`config.mk`:
```
export PLATFORM = sky130hd
export DESIGN_NAME = fir_decim_requant
export DESIGN_NICKNAME = d
export VERILOG_FILES = /design/src/rtl/dsp_pkg.sv /design/src/rtl/axis_skid_buf.sv /design/src/rtl/fir_decim_requant.sv
export SDC_FILE = /design/constraint.sdc
export NUM_CORES = 1
export LEC_CHECK = 0
export ABC_AREA = 1
export CORE_ASPECT_RATIO = 0.6
export CORE_UTILIZATION = 34
export DETAILED_ROUTE_END_ITERATION = 10
export PLACE_DENSITY = 0.57
export SKIP_CTS_REPAIR_TIMING = 1
export SLEW_MARGIN = 40
export SYNTH_ARGS = -nofsm -noshare
export SYNTH_HDL_FRONTEND = slang
export SYNTH_SLANG_ARGS = --single-unit
```
`constraint.sdc`:
```
create_clock -name clk -period 5.8 [get_ports clk]
set_input_delay 1.74 -clock clk [delete_from_list [all_inputs] [get_ports clk]]
set_output_delay 1.74 -clock clk [all_outputs]
set_load 0.01 [all_outputs]
```
`src/rtl/dsp_pkg.sv`:
```
// Shared definitions for the receive-chain DSP stages.
//
// FIR_ACC_W / SAMPLE_W     : FIR accumulator width (Q2.30) and output sample width (Q1.15)
// FIR_FRAC / SAMPLE_FRAC   : fractional bit counts of those formats
// SAT_MAX / SAT_MIN        : Q1.15 clamp values
// requant_t                : requantised sample plus a flag telling whether it clamped
package dsp_pkg;

    localparam int FIR_ACC_W   = 32;
    localparam int SAMPLE_W    = 16;
    localparam int FIR_FRAC    = 30;
    localparam int SAMPLE_FRAC = 15;

    localparam logic [SAMPLE_W-1:0] SAT_MAX = 16'h7FFF;
    localparam logic [SAMPLE_W-1:0] SAT_MIN = 16'h8000;

    typedef struct packed {
        logic                sat;
        logic [SAMPLE_W-1:0] data;
    } requant_t;

endpackage

```
`src/rtl/axis_skid_buf.sv`:
```
// Two-entry AXI-Stream skid buffer with fully registered outputs.
//
// clk, reset      : rising-edge clock, synchronous active-low reset
// s_data/s_valid  : upstream beat; s_ready is derived from the occupancy register only
// m_data/m_valid  : downstream beat, straight from registers; m_ready is the downstream accept
//
// The head entry is the output register. The spare entry only fills when the
// head is occupied, not popped, and a new beat arrives. A push and a pop in the
// same cycle leave the occupancy unchanged.
module axis_skid_buf #(
    parameter int WIDTH = 17
) (
    input  logic             clk,
    input  logic             reset,
    input  logic [WIDTH-1:0] s_data,
    input  logic             s_valid,
    output logic             s_ready,
    output logic [WIDTH-1:0] m_data,
    output logic             m_valid,
    input  logic             m_ready
);

    logic [1:0]       count;
    logic [WIDTH-1:0] spare;
    logic             push;
    logic             pop;

    assign s_ready = (count != 2'd2);
    assign m_valid = (count != 2'd0);
    assign push    = s_valid && s_ready;
    assign pop     = m_valid && m_ready;

    always_ff @(posedge clk) begin
        if (!reset) begin
            count  <= 2'd0;
            m_data <= '0;
        end else begin
            case (count)
                2'd0: begin
                    if (push) begin
                        m_data <= s_data;
                        count  <= 2'd1;
                    end
                end
                2'd1: begin
                    if (push && pop) begin
                        m_data <= s_data;
                    end else if (push) begin
                        count <= 2'd2;
                    end else if (pop) begin
                        count <= 2'd0;
                    end
                end
                2'd2: begin
                    // s_ready is low here, so only a pop can happen
                    if (pop) begin
                        m_data <= spare;
                        count  <= 2'd1;
                    end
                end
                default: count <= 2'd0;
            endcase
        end
    end

    always_ff @(posedge clk) begin
        if (count == 2'd1 && push && !pop) begin
            spare <= s_data;
        end
    end

endmodule

```
`src/rtl/fir_decim_requant.sv`:
```
// Decimator and requantiser behind the 15-tap FIR.
//
// Keeps one Q2.30 sample in every DECIM (a tlast beat is always kept and
// restarts the group), rounds it half-up to Q1.15 with saturation, and presents
// it through a 2-entry skid buffer.
//
// clk, reset          : rising-edge clock, synchronous active-low reset
// s_axis_fir_*        : Q2.30 input stream (tkeep ignored)
// m_axis_dec_*        : Q1.15 output stream, registered
// sat_count           : number of kept samples that clamped, sticks at 0xFFFF
//
// A kept beat accepted on one edge is in stage A after that edge and on the
// output after the following edge.
module fir_decim_requant
    import dsp_pkg::*;
#(
    parameter int DECIM = 2,
    parameter int SHIFT = 15
) (
    input  logic                 clk,
    input  logic                 reset,
    input  logic [FIR_ACC_W-1:0] s_axis_fir_tdata,
    input  logic [3:0]           s_axis_fir_tkeep,
    input  logic                 s_axis_fir_tlast,
    input  logic                 s_axis_fir_tvalid,
    output logic                 s_axis_fir_tready,
    output logic [SAMPLE_W-1:0]  m_axis_dec_tdata,
    output logic [1:0]           m_axis_dec_tkeep,
    output logic                 m_axis_dec_tlast,
    output logic                 m_axis_dec_tvalid,
    input  logic                 m_axis_dec_tready,
    output logic [15:0]          sat_count
);

    localparam logic [3:0]                  LAST_PHASE = 4'(DECIM - 1);
    localparam logic signed [FIR_ACC_W:0]   ROUND_BIAS = 33'sd1 <<< (SHIFT - 1);

    // Add half an output LSB on a sign-extended copy so the bias never overflows,
    // then shift arithmetically: ties go toward +inf.
    function automatic logic signed [FIR_ACC_W:0] round_shift(input logic [FIR_ACC_W-1:0] x);
        logic signed [FIR_ACC_W:0] ext;
        ext = $signed({x[FIR_ACC_W-1], x});
        ext = ext + ROUND_BIAS;
        return ext >>> SHIFT;
    endfunction

    function automatic requant_t saturate(input logic signed [FIR_ACC_W:0] r);
        requant_t q;
        q.sat  = 1'b1;
        q.data = SAT_MAX;
        if (r > 33'sd32767) begin
            q.data = SAT_MAX;
        end else if (r < -33'sd32768) begin
            q.data = SAT_MIN;
        end else begin
            q.sat  = 1'b0;
            q.data = r[SAMPLE_W-1:0];
        end
        return q;
    endfunction

    logic                 run;
    logic [3:0]           phase;
    logic                 accept;
    logic                 keep;
    logic                 load_p1;
    requant_t             rq_p0;
    logic                 vld_p1;
    logic                 last_p1;
    logic [SAMPLE_W-1:0]  data_p1;
    logic                 skid_ready;
    logic                 skid_valid;
    logic [SAMPLE_W:0]    skid_data;
    logic                 unused_tkeep;

    assign unused_tkeep = ^s_axis_fir_tkeep;

    // run is low during reset so the input is not ready until the first edge out of reset.
    assign load_p1           = !vld_p1 || skid_ready;
    assign s_axis_fir_tready = run && load_p1;
    assign accept            = s_axis_fir_tvalid && s_axis_fir_tready;
    assign keep              = accept && ((phase == LAST_PHASE) || s_axis_fir_tlast);
    assign rq_p0             = saturate(round_shift(s_axis_fir_tdata));

    // ---- stage p0 -> stage A (p1) boundary ----
    always_ff @(posedge clk) begin
        if (!reset) begin
            run       <= 1'b0;
            phase     <= 4'd0;
            vld_p1    <= 1'b0;
            sat_count <= 16'd0;
        end else begin
            run <= 1'b1;
            if (accept) begin
                if (s_axis_fir_tlast || phase == LAST_PHASE) begin
                    phase <= 4'd0;
                end else begin
                    phase <= phase + 4'd1;
                end
            end
            // Dropped beats clear stage A as well, so they never wait on the output.
            if (load_p1) begin
                vld_p1 <= keep;
            end
            if (keep && rq_p0.sat && sat_count != 16'hFFFF) begin
                sat_count <= sat_count + 16'd1;
            end
        end
    end

    always_ff @(posedge clk) begin
        if (keep) begin
            data_p1 <= rq_p0.data;
            last_p1 <= s_axis_fir_tlast;
        end
    end

    // ---- stage A -> skid buffer boundary ----
    axis_skid_buf #(
        .WIDTH(SAMPLE_W + 1)
    ) u_skid (
        .clk     (clk),
        .reset   (reset),
        .s_data  ({last_p1, data_p1}),
        .s_valid (vld_p1),
        .s_ready (skid_ready),
        .m_data  (skid_data),
        .m_valid (skid_valid),
        .m_ready (m_axis_dec_tready)
    );

    assign m_axis_dec_tdata  = skid_data[SAMPLE_W-1:0];
    assign m_axis_dec_tlast  = skid_data[SAMPLE_W];
    assign m_axis_dec_tvalid = skid_valid;
    assign m_axis_dec_tkeep  = {2{skid_valid}};

endmodule
```
== Yosys cells after proc, flatten, opt, wreduce, memory -nomap -nowiden ==
Cells that the tools add are included.

* Output and inout port bits: 37
* Input bits: 41
* Bits in read-only memories: 0
* Memory bits (writable): 0
* Memories kept: 0
* Register bits after elaboration: 75
* Latch bits: 0
* Logic and storage cells: 58

* Bitwise logic cells: 0
* Mux-type cells: 15
* Magnitude comparators: 2
* Multipliers: 0
* Add/sub/neg operators: 3
* Equal/unequal tests: 10
* Divide/modulo/power cells: 0
* Reduce and logical (&&, ||, !) cells: 19
* Shift-type cells: 0

{| class="wikitable"
|+ Operators by type and width
! cell !! count
|-
| two-way mux 17 bit || 3
|-
| one-hot mux 17 bit (3 select lines) || 1
|-
| adder 32 x 16 -> 33 bit, second input constant || 1
|-
| greater-than comparator 18 x 16 -> 1 bit, second input constant || 1
|-
| less-than comparator 18 x 16 -> 1 bit, second input constant || 1
|-
| adder 16 x 1 -> 16 bit, second input constant || 1
|-
| two-way mux 16 bit || 1
|-
| inequality test 16 bit, second input constant || 1
|-
| logical AND 1 bit || 10
|-
| two-way mux 2 bit || 5
|-
| AND reduction 4 bit || 2
|-
| inequality test 2 x 1 -> 1 bit, second input constant || 3
|-
| one-hot mux 2 bit (3 select lines) || 1
|-
| adder 4 x 1 -> 4 bit, second input constant || 1
|-
| equality test 4 x 1 -> 1 bit, second input constant || 1
|-
| two-way mux 4 bit || 1
|-
| inequality test 2 bit, second input constant || 2
|-
| two-way mux 1 bit || 3
|-
| inequality test 3 x 1 -> 1 bit, second input constant || 1
|-
| nonzero test 3 bit || 1
|-
| equality test 2 x 1 -> 1 bit, second input constant || 1
|-
| equality test 2 bit, second input constant || 1
|-
| zero test 1 bit || 2
|-
| zero test 2 bit || 1
|-
| 2 further kinds || 3
|}

== Longest topological paths before layout ==
* Depth in word-level cells: 7
* Depth in mapped cells: 14
* Depth with buffers taken out: 14

== By module ==
From an unflattened synthesis, not the netlist that was laid out.

* Cell total of the unflattened synthesis: 490
* Area total of the unflattened synthesis: 3,961.3 um2

{| class="wikitable"
|+ By module, submodules not included
! module !! cells an instance !! area an instance (um2) !! instances !! sequential area each (um2)
|-
| fir_decim_requant || 290 || 2,411.1 || 1 || 950.9
|-
| axis_skid_buf || 200 || 1,550.2 || 1 || 890.9
|}

== Worst setup path before layout ==
No wires, ideal clock.

* Kind: in2reg
* Start point: input port s_axis_fir_tdata[14]
* End point: register data_p1[11], data pin
* Arrival time: 2.927 ns
* Data required time: 5.529 ns
* Setup slack: 2.602 ns
* Buffers on the path: 1
* Stages: 11
* Library setup time: 0.271 ns
* Cells stage by stage: ha_1 > nand2_1 > nor2_4 > nand2_4 > nor2_4 > nor2_1 > nor2_1 > nand2_1 > nand2_4 > clkbuf_1 > o21ai_0

* Cells in the longest elaborated chain, start to end: 3
* Elaborated cells between the ends (all ways): 4
* Those cells by class: add/sub: 1; order compare: 2; mux: 1

{| class="wikitable"
|+ RTL lines
! what !! line !! RTL
|-
| start, declared || fir_decim_requant.sv:22 || <nowiki>input logic [FIR_ACC_W-1:0] s_axis_fir_tdata,</nowiki>
|-
| adder 32 x 16 -> 33 bit * || fir_decim_requant.sv:43 || <nowiki>ext = ext + ROUND_BIAS;</nowiki>
|-
| less-than comparator 18 x 16 -> 1 bit || fir_decim_requant.sv:53 || <nowiki>end else if (r < -33'sd32768) begin</nowiki>
|-
| two-way mux 16 bit || fir_decim_requant.sv:53 ||
|-
| end signal, assigned || fir_decim_requant.sv:113 || <nowiki>data_p1 <= rq_p0.data;</nowiki>
|-
| end, declared || fir_decim_requant.sv:70 || <nowiki>logic [SAMPLE_W-1:0] data_p1;</nowiki>
|}

Every way passes the cells marked *; elsewhere a longest branch is shown, timed or not.
A chain may end at the register's enable or synchronous reset.

== Worst setup path in the final report ==
* Start point: register u_skid.count[1]
* End point: output port s_axis_fir_tready

* Cells in the longest elaborated chain, start to end: 3

{| class="wikitable"
|+ RTL lines
! what !! line !! RTL
|-
| start, declared || axis_skid_buf.sv:23 || <nowiki>logic [1:0] count;</nowiki>
|-
| start signal, assigned || axis_skid_buf.sv:35 || <nowiki>count <= 2'd0;</nowiki>
|-
| start signal, assigned || axis_skid_buf.sv:42 || <nowiki>count <= 2'd1;</nowiki>
|-
| start signal, assigned || axis_skid_buf.sv:49 || <nowiki>count <= 2'd2;</nowiki>
|-
| inequality test 2 bit || axis_skid_buf.sv:28 || <nowiki>assign s_ready = (count != 2'd2);</nowiki>
|-
| logical OR 1 bit || fir_decim_requant.sv:79 || <nowiki>assign load_p1 = !vld_p1 || skid_ready;</nowiki>
|-
| logical AND 1 bit || fir_decim_requant.sv:80 || <nowiki>assign s_axis_fir_tready = run && load_p1;</nowiki>
|-
| end, declared || fir_decim_requant.sv:26 || <nowiki>output logic s_axis_fir_tready,</nowiki>
|}

Every way passes these cells.

==> impl_summary.log <==
[metrics] DPL Wire Length: 6470 µm
[metrics] clock buffer depth: 2
[metrics] area of the die: 11,500 µm²
[metrics] count of pins on the block boundary: 78
[metrics] overall routed net length: 8970 µm
[metrics] share of the synthesized area in the top cell type: 0.2715
[metrics] horizontal die dimension: 137.8 µm
[metrics] proportion of synthesized area in mux cells: 0
[metrics] Post-Synth Simple-Gate Area: 0.2688
[metrics] global route total overflow: 0
[metrics] Root Buffer: clkbuf_16
[metrics] R2R cell count: 13
[metrics] cell leakage power: 1.682 nW
[metrics] Worst setup SP type: flop
[metrics] min cycle time layout: 3.912 ns
[metrics] met2 wire len: 3757 µm
[metrics] netlist area before placement: 3761 µm²
[metrics] Buffers on Ports: 59
[metrics] net count after synthesis: 464
[metrics] Unique masters post-synth: 39
[metrics] worst voltage drop across the vdd grid: 0.1419 mV
[metrics] initial DRC count: 194
[metrics] worst min-delay path endpoint: u_skid.spare[5]
[metrics] number of H-tree levels: 3
[metrics] post-synthesis compound-gate area fraction: 0.1108
[metrics] Worst Tran Pin Value: 0.6309 ns
[metrics] # nets final: 519
[metrics] Arr. time, crit path: 2.17 ns
[metrics] cell count after placement: 602
[metrics] post-synthesis xor/xnor area fraction: 0.05822
[metrics] type of the setup path with the least slack: reg2out
[metrics] startpoint of the worst hold path: data_p1[5]
[metrics] run status: finished clean
[metrics] final worst path period share: 0.6745
[metrics] effective utilization at floorplan: 0.3526
[metrics] number of cells produced by synthesis: 419
[metrics] fraction of final layout cells with drive strength greater than 1: 0.1441
[metrics] pin count of the biggest net entering global routing: 35
[metrics] via count of the first global-routing pass: 2,796
[metrics] Max Cap Violations: 0
[metrics] setup repair after global routing missed its margin: false
[metrics] row cnt: 29
[metrics] setup skew after layout: 0.006308 ns
[metrics] count of endpoints failing setup in the final report: 0
[metrics] chip height: 83.47 µm
[metrics] number of diodes added for antenna fixing: 0
[metrics] detailed-route wire length per cell: 14.51 µm
[metrics] library cell with the largest summed area after synthesis: edfxtp_1
[metrics] fin cells: 618
[metrics] Sum Neg Setup Slack: 0 ns
[metrics] first drt pass iteration count: 4
[metrics] data required time at the worst endpoint: 4.06 ns
[metrics] slack of the worst reg-to-reg path: 3.37 ns
[metrics] count of nets left with antenna violations after detail routing: 0
[metrics] final RePlAce weighted congestion: 0.8546
[metrics] worst hold stages: 0
[metrics] endpoint of the worst-slack reg-to-reg timing path: sat_count[4]
[metrics] normalized max-slew margin: 0.5768
[metrics] number of warnings reported in the yosys synthesis log: 0
[metrics] Slew Viols, Final: 0
[metrics] reg-to-reg startpoint: u_skid.count[1]
[metrics] f_max: 255.6 MHz
[metrics] global-route wire length before repair: 14,560 µm
[metrics] area added between synthesis and finish: 27.68%
[metrics] TritonCTS Buffers: 9
[metrics] Tot GR Track Use: 0.1683
[metrics] Worst-Skew Late Latency: 0.33 ns
[metrics] ratio of routed vias to standard cells: 4.858
[metrics] antenna violations before repair: 0
[metrics] top metal layer carrying routed signals: met4
[metrics] type of element capturing the critical path: output pin
[metrics] WL met1: 4574 µm
[metrics] adder and majority gate portion of the synthesized area: 0.01331
[metrics] final core utilization: 0.4502
[metrics] dominant combinational cell family by area after synthesis: simple AND/OR/NAND/NOR gates
[metrics] number of design rule violations left after detail routing: 0
[metrics] number of vias in the routed layout: 3,002
[metrics] count of state elements after synthesis: 75
[metrics] mean instance size in the synthesized netlist: 8.976 µm²
[metrics] CTS tree: done
[metrics] leading cell types by total area after synthesis: edfxtp_1, dfxtp_1, nand2_1, o21ai_0, xor2_1
[metrics] placeable core area: 10,670 µm²
[metrics] clock-pin slew of the registers on the worst-case setup and hold paths: 0.06 ns
[metrics] Min-Delay Path Class: reg2reg
[metrics] routed length on met3: 577 µm
[metrics] final hold vios: 0
[metrics] power per cell area: 278.1 nW/µm²
[metrics] number of sinks handled by clock tree synthesis: 75
[metrics] worst-path fanout max: 19
[metrics] sequential fraction of the synthesis area: 0.4897
-- placed cells by master, fill, tap and decap left out, types with 5 or more instances in the layout --
master            n
clkbuf_16        10
nand2_1          89
nor2_4            8
a31oi_1          19
nand4_1          18
nand2_2          16
clkdlybuf4s50_1  58
inv_1            27
o21ai_0          33
edfxtp_1         34
xnor2_1          10
xor2_1           15
nor2_1           24
a21oi_2           8
a21oi_1           7
nor3_1            5
dfxtp_1          41
nand3_1          13
-- power by group --
part | internal (mW) | switching (mW) | total (mW)
sequential | 0.573 | 0.0117 | 0.585
combinational | 0.0583 | 0.0719 | 0.130
clock | 0.411 | 0.210 | 0.621
-- registers in the layout (all words and copies together), names as in the netlist --
register       cells
u_skid.m_data     17
run                1
data_p1           16
vld_p1             1
u_skid.spare      17
u_skid.count       2
last_p1            1
phase              4
sat_count         16
-- routing by layer --
metal,vias up,GRT usage
li1,1536,-
met1,1376,0.2531
met4,0,0.03656
met5,-,0
met2,85,0.2312
met3,5,0.05404
-- cells by family after synthesis --
| kind of cell | after synthesis |
|---|---|
| adders and majority gates | 4 |
| xor gates and xnor gates | 25 |
| and+or+nand+nor | 194 |
| DFF | 75 |
| AOI/OAI and AO/OA | 71 |
| buffers and inverters | 50 |
-- Yosys cell counts, drive strengths merged --
cell    number
a211oi       2
a21oi       15
a31oi       19
buf          6
clkbuf      10
clkinv       2
dfxtp       41
edfxtp      34
ha           4
inv         32
nand2      109
nand3       16
nand4       19
nor2        36
nor3         7
nor3b        5
nor4         1
o21ai       34
o21bai       1
or2          1
xnor2       10
xor2        15
-- worst max-delay path: stages, from the launching register on --
cell and delay [ns]:
dfxtp_1 0.34, inv_2 0.06, nor2_4 0.40, inv_4 0.20, nor2_1 0.16, inv_1 0.07
nand2_1 0.08, inv_2 0.05, clkdlybuf4s50_1 0.47
-- worst max-delay path by stage --
stage | slack [ns] | start | cells after the start | endpoint
after floorplan | 2.60 | s_axis_fir_tdata[14] | 11 | data_p1[11]
after global placement | 1.68 | s_axis_fir_tdata[14] | 14 | sat_count[0]
after detailed placement | 1.70 | s_axis_fir_tdata[14] | 14 | sat_count[1]
after CTS | 1.86 | u_skid.count[1] | 8 | s_axis_fir_tready
after global routing | 1.74 | u_skid.count[1] | 8 | s_axis_fir_tready
final | 1.89 | u_skid.count[1] | 8 | s_axis_fir_tready
-- metrics by stage --
step	cell area (µm²)	setup slack (ns)	hold WS [ns]	total power [mW]
final	4802	1.888	0.4500	1.335
after global routing	4802	1.738	0.4608	1.387
after CTS	4807	1.859	0.4503	1.349
after detailed placement	4471	1.700	0.4368	0.7272
after global placement	4436	1.684	0.4316	0.7216
after floorplan	3761	2.602	0.4268	0.6611
-- area by class of cell --
class                      instances  area (µm²)
clock inverter                     5       72.57
sequential                        75        1842
fill                            1038        5866
tap                              139       173.9
inverter                          34       130.1
multi-input combinational        294        1707
timing repair buffer              60       613.1
clock buffer                      11       264.0
No activity file was read; power rests on OpenSTA's default activity.
